--- config.mk ---
export PLATFORM = sky130hd
export DESIGN_NAME = m_load_rx
export DESIGN_NICKNAME = d
export VERILOG_FILES = /design/src/rtl/m_load_rx.sv
export SDC_FILE = /design/constraint.sdc
export NUM_CORES = 1
export LEC_CHECK = 0
export BUFFER_PORTS_ARGS = -buffer_cell sky130_fd_sc_hd__buf_2
export CORE_MARGIN = 4
export CORE_UTILIZATION = 54
export CTS_CLUSTER_SIZE = 12
export DETAILED_ROUTE_END_ITERATION = 8
export GPL_ROUTABILITY_DRIVEN = 0
export PLACE_DENSITY = 0.92
export SYNTH_ARGS = -nofsm -noshare
export SYNTH_HDL_FRONTEND = slang
export SYNTH_SLANG_ARGS = --single-unit
--- constraint.sdc ---
create_clock -name clk -period 2.8 [get_ports clk]
set_input_delay 0.56 -clock clk [delete_from_list [all_inputs] [get_ports clk]]
set_output_delay 0.56 -clock clk [all_outputs]
set_load 0.05 [all_outputs]
--- src/rtl/m_load_rx.sv ---
// Memory-stage load return unit: checks a load for AdEL, issues one word read on the
// bridge, then returns the extracted, sign/zero-extended result with a one-cycle pulse.
module m_load_rx #(
   parameter int TIMEOUT = 16,
   parameter int CNT_W   = 5
) (
   input  logic        clk,
   input  logic        reset,
   input  logic        start,
   input  logic [2:0]  DEOp,
   input  logic [31:0] Addr,
   input  logic        M_EXC_DMOv,
   input  logic        flush,
   output logic        m_rd_req,
   output logic [31:0] m_rd_addr,
   input  logic        m_rd_ready,
   input  logic        m_rd_rvalid,
   input  logic [31:0] m_rd_rdata,
   output logic        busy,
   output logic        ld_valid,
   output logic [31:0] ld_data,
   output logic        M_EXC_AdEL,
   output logic        bus_err
);

   typedef enum logic [2:0] {
      S_IDLE  = 3'd0,
      S_REQ   = 3'd1,
      S_WAIT  = 3'd2,
      S_RESP  = 3'd3,
      S_DRAIN = 3'd4
   } state_t;

   localparam logic [2:0] OP_LW  = 3'd0;
   localparam logic [2:0] OP_LBU = 3'd1;
   localparam logic [2:0] OP_LB  = 3'd2;
   localparam logic [2:0] OP_LHU = 3'd3;
   localparam logic [2:0] OP_LH  = 3'd4;

   // Address windows, index 0 = DM, 1 = TC0, 2 = UART, 3 = DigTube, 4 = LED.
   localparam int N_WIN    = 5;
   localparam int WIN_TC0  = 1;
   localparam int WIN_UART = 2;
   localparam logic [N_WIN*32-1:0] WIN_LO = {32'h0000_7F60, 32'h0000_7F50, 32'h0000_7F30,
                                             32'h0000_7F00, 32'h0000_0000};
   localparam logic [N_WIN*32-1:0] WIN_HI = {32'h0000_7F63, 32'h0000_7F57, 32'h0000_7F3F,
                                             32'h0000_7F0B, 32'h0000_2FFF};

   state_t            r_state, w_state_next;
   logic [CNT_W-1:0]  r_cnt, w_cnt_next;
   logic [2:0]        r_op;
   logic [1:0]        r_off;
   logic              r_fault;
   logic [31:0]       r_rd_addr;
   logic [31:0]       r_ld_data;
   logic              r_ael;
   logic              r_berr;

   logic [N_WIN-1:0]  w_hit;
   logic [2:0]        w_op;
   logic              w_fault;
   logic              w_accept;
   logic              w_timeout;
   logic [7:0]        w_byte;
   logic [15:0]       w_half;
   logic [31:0]       w_ext;
   logic              w_resp_load;
   logic              w_resp_ael;
   logic              w_resp_berr;
   logic [31:0]       w_resp_data;

   // Unsigned offset compare keeps each window test a single subtract-and-compare.
   genvar gi;
   generate
      for (gi = 0; gi < N_WIN; gi++) begin : g_win
         assign w_hit[gi] = (Addr - WIN_LO[gi*32 +: 32]) <= (WIN_HI[gi*32 +: 32] - WIN_LO[gi*32 +: 32]);
      end
   endgenerate

   assign w_op     = (DEOp > OP_LH) ? OP_LW : DEOp;
   assign w_fault  = M_EXC_DMOv
                   | ~(|w_hit)
                   | ((w_op == OP_LW) & (Addr[1:0] != 2'b00))
                   | (((w_op == OP_LH) | (w_op == OP_LHU)) & Addr[0])
                   | ((w_op != OP_LW) & (w_hit[WIN_TC0] | w_hit[WIN_UART]));
   assign w_accept  = (r_state == S_IDLE) & start & ~flush;
   assign w_timeout = (r_cnt >= CNT_W'(TIMEOUT - 1));

   assign w_byte = m_rd_rdata[{r_off, 3'b000} +: 8];
   assign w_half = r_off[1] ? m_rd_rdata[31:16] : m_rd_rdata[15:0];

   always_comb begin
      w_ext = m_rd_rdata;
      case (r_op)
         OP_LBU:  w_ext = {24'd0, w_byte};
         OP_LB:   w_ext = {{24{w_byte[7]}}, w_byte};
         OP_LHU:  w_ext = {16'd0, w_half};
         OP_LH:   w_ext = {{16{w_half[15]}}, w_half};
         default: w_ext = m_rd_rdata;
      endcase
   end

   // A faulting load passes through WAIT with r_fault set (no request) so its
   // AdEL pulse lands one cycle after acceptance, never touching the bus.
   always_comb begin
      w_state_next = r_state;
      w_cnt_next   = '0;
      w_resp_load  = 1'b0;
      w_resp_ael   = 1'b0;
      w_resp_berr  = 1'b0;
      w_resp_data  = '0;
      unique case (r_state)
         S_IDLE: begin
            if (w_accept) w_state_next = w_fault ? S_WAIT : S_REQ;
         end
         S_REQ: begin
            w_cnt_next = r_cnt + CNT_W'(1);
            if (flush) begin
               w_state_next = m_rd_ready ? S_DRAIN : S_IDLE;
               w_cnt_next   = '0;
            end else if (m_rd_ready) begin
               w_state_next = S_WAIT;
               w_cnt_next   = '0;
            end else if (w_timeout) begin
               w_state_next = S_RESP;
               w_resp_load  = 1'b1;
               w_resp_berr  = 1'b1;
            end
         end
         S_WAIT: begin
            w_cnt_next = r_cnt + CNT_W'(1);
            if (r_fault) begin
               if (flush) begin
                  w_state_next = S_IDLE;
               end else begin
                  w_state_next = S_RESP;
                  w_resp_load  = 1'b1;
                  w_resp_ael   = 1'b1;
               end
            end else if (m_rd_rvalid) begin
               if (flush) begin
                  w_state_next = S_IDLE;
               end else begin
                  w_state_next = S_RESP;
                  w_resp_load  = 1'b1;
                  w_resp_data  = w_ext;
               end
            end else if (flush) begin
               w_state_next = S_DRAIN;
            end else if (w_timeout) begin
               w_state_next = S_RESP;
               w_resp_load  = 1'b1;
               w_resp_berr  = 1'b1;
            end
         end
         S_DRAIN: begin
            w_cnt_next = r_cnt + CNT_W'(1);
            if (m_rd_rvalid | w_timeout) w_state_next = S_IDLE;
         end
         S_RESP: begin
            w_state_next = S_IDLE;
         end
         default: begin
            w_state_next = S_IDLE;
         end
      endcase
   end

   always_ff @(posedge clk or negedge reset) begin
      if (!reset) begin
         r_state   <= S_IDLE;
         r_cnt     <= '0;
         r_op      <= OP_LW;
         r_off     <= 2'b00;
         r_fault   <= 1'b0;
         r_rd_addr <= '0;
         r_ld_data <= '0;
         r_ael     <= 1'b0;
         r_berr    <= 1'b0;
      end else begin
         r_state <= w_state_next;
         r_cnt   <= w_cnt_next;
         if (w_accept) begin
            r_op    <= w_op;
            r_off   <= Addr[1:0];
            r_fault <= w_fault;
            if (!w_fault) r_rd_addr <= {Addr[31:2], 2'b00};
         end
         if (w_resp_load) begin
            r_ld_data <= w_resp_data;
            r_ael     <= w_resp_ael;
            r_berr    <= w_resp_berr;
         end
      end
   end

   assign busy       = (r_state != S_IDLE);
   assign m_rd_req   = (r_state == S_REQ);
   assign ld_valid   = (r_state == S_RESP);
   assign m_rd_addr  = r_rd_addr;
   assign ld_data    = r_ld_data;
   assign M_EXC_AdEL = r_ael;
   assign bus_err    = r_berr;

endmodule

==> impl_metrics.yaml <==
route:
  wl_met2_um: 9700
  routed_via_density: 6.42
  wl_met3_um: 2420
  drtAntennaViolNets: 0
  dr.pass1.iters: 7
  avgRoutedWirePerCell_um: 19.9
  routed_wl_um: 20600
  route.top_layer_used: "met5"
  drt-met1-wl_um: 7060
  dr_total_vias: 6636
  drc: 0
  drt_first_iter_violations: 917
outcome:
  violations: "negative setup slack"
  outcome: "finished, violations left"
min_path:
  hold_path_class: "input pin to asynchronous set/reset pin"
grt:
  antenna_found_initial: 1
  first_global_vias: 6319
  grt_overflow: 0
  grt_max_degree: 79
  grt_pass1_wl_um: 31600
  grt_usage: 0.338
timing:
  finalCriticalPeriod_ns: 3.26
  tns_ns: -13.53
  slew_violations: 0
  clock_skew_ns: 0.0116
  timing.hold.ws_ns: 0.347
  hold_viol_final: 0
  fmax_ghz: 0.307
  worst_slack_ns: -0.459
  fin_crit_sh: 1.16
  finalSetupViolCount: 33
  rsz0062_at_grt: "yes"
  slew_headroom: 0.211
  tightestPinTransition_ns: 1.18
floorplan:
  rows: 36
  die_w_um: 109
  die_area_um2: 12000
  start_util: 0.561
  io_pins: 143
  core-area_um2: 9910
  die_h_um: 109
place:
  post-place-cells: 1009
  portBuffers: 140
  hpwlAfterDp_um: 14500
  preCtsSetupSlack_ns: -1.07
synth:
  synthTopCellsByArea: "dfrtp_1, o21ai_0, nand2_1"
  synth_cells: 669
  synth_area_um2: 5560
  synth-edff-count: 0
  async_flop_share: 1.00
  yosysTopAreaCell: "dfrtp_1"
  syn_avg_cell_area_um2: 8.30
  ys_seq_area_frac: 0.351
  synthFlopType: "dfrtp_1"
  synth_seq_cells: 78
  ys_warn_count: 0
  yosysUniqueCellTypes: 71
  synth_top_area_frac: 0.351
power_and_ir_drop:
  swShare: 0.380
  switching_power_mw: 1.27
  seqPwrFrac: 0.370
  clockPowerShare: 0.263
  internal_power_mw: 2.08
  power_density_nw_per_um2: 435
  ir_drop_v: 0.000264
  p_comb_frac: 0.367
  p_leak_nw: 3.79
final_layout:
  drive_gt1_frac: 0.392
  n_antenna_cell: 0
  finalNonFillerCells: 1034
  nets: 976
  syn_to_final_growth_pct: 38.5
  final_util: 0.777
critical_path:
  worstPathArrival_ns: 3.50
  required_ns: 3.04
  cp-start-kind: "input pin"
  critPathKind: "input pin to register"
  path_max_fanout: 8
  end_kind: "register"
clock_tree:
  tritoncts: "yes"
  clk_pin_slew_ns: 0.08
  cts_root_buffer: "clkbuf_8"
  cts_sinks: 78
  cts_buffer_depth: 2
  cts_max_level: 3
  numCtsBuffers: 9
  clk_latency_ns: 0.35
flow_run:
  max_cap_violations: 0
## metal layers
layer,up-vias,track usage
met5,-,0
met4,2,0.200
met3,167,0.0857
met2,558,0.562
met1,3023,0.393
li1,2886,-
## layout make-up
cell class                      count  area (µm²)
Multi-Input combinational cell    517        3540
Fill cell                         652        2210
Sequential cell                    78        1950
Timing Repair Buffer              266        1730
Tap cell                          133         166
Clock buffer                       11         151
Inverter                           24        95.1
Clock inverter                      5        57.6
## metrics by stage
step | total power [mW] | cell area [µm²]
floorplan | 2.03 | 5630
global placement | 2.37 | 7160
detailed placement | 2.40 | 7160
CTS | 3.30 | 7600
global route | 3.52 | 7700
finish | 3.35 | 7700
## flip-flops by register name, summed over array words and instances, names as in the netlist
register,count
M_EXC_AdEL,1
bus_err,1
ld_data,32
m_rd_addr,30
r_cnt,5
r_fault,1
r_off,2
r_op,3
r_state,3
## placed cells by master (no fill, tap or decap), types with 12 or more instances in the layout
master and n:
buf_2 134, buf_4 119, nand2_1 81, dfrtp_1 78, o21ai_0 61, nor2_1 48
a21oi_1 30, inv_1 23, nor3_1 19, xnor2_1 17, and2_4 16, nand4_1 14
nand3_1 13, o211ai_1 12, mux2_4 12
## kinds of logic after synthesis
| logic type | Yosys count | synth area share |
|---|---|---|
| muxes | 29 | 0.0646 |
| xor gates and xnor gates | 26 | 0.0410 |
| DFF | 78 | 0.351 |
| and+or+nand+nor | 267 | 0.251 |
| other | 1 | 0.000675 |
| buffers and inverters | 77 | 0.0597 |
| AOI/OAI and AO/OA | 185 | 0.218 |
| adders and majority gates | 6 | 0.0135 |
## synth_stat cells (all sizes together) (5+ instances only)
cell,n
a211oi,7
nor4,19
nand2,82
mux2i,10
nor2,49
clkbuf,44
inv,24
or4,8
o21a,9
nand2b,6
dfrtp,78
or3,6
o22ai,9
a21oi,30
mux2,19
ha,6
o211ai,12
xnor2,18
nor2b,5
nand3,14
o221ai,8
nor3,21
buf,9
xor2,8
nand4,15
o31ai,7
o21ai,64
and3,7
and2,19
## power by group through the flow
stage               registers (mW)  clock network [mW]  logic [mW]
global placement              1.26                   0        1.12
detailed placement            1.26                   0        1.14
floorplan                     1.26                   0       0.775
finish                        1.24               0.880        1.23
CTS                           1.24               0.889        1.18
global route                  1.25               0.942        1.33
## timing repair
action,4_1_cts,5_1_grt
hold endpoints to repair,0,0
gates resized for setup,41,21
pin swaps,26,9
setup buffers,3,4
setup endpoints to repair,33,33
cloned,3,0
hold buffers,0,0
## critical path, cell delays in order
cell and delay (ns):
buf_2 0.12, or4_1 0.57, nor4_2 0.39, o21ai_1 0.18, a221oi_2 0.29, nand4_1 0.13
o32a_1 0.42, nor2_4 0.28, o21ai_4 0.18, mux2_4 0.37
## path summary, 6_finish.rpt
path / from / endpoint / slack, ns / depth (start not counted)
setup / recovery: Addr[23] / m_rd_addr[12] / -0.46 / 10
hold / removal: reset / ld_data[17] / 0.35 / 1
setup reg to reg: r_state[2] / m_rd_addr[12] / 0.46 / 5
hold reg to reg: r_cnt[0] / r_cnt[0] / 0.46 / 1
max in group asynchronous: reset / ld_data[4] / 1.84 / 1
min in group clk: r_cnt[0] / r_cnt[0] / 0.46 / 1
Note: power is estimated with default switching activity, not from simulation.
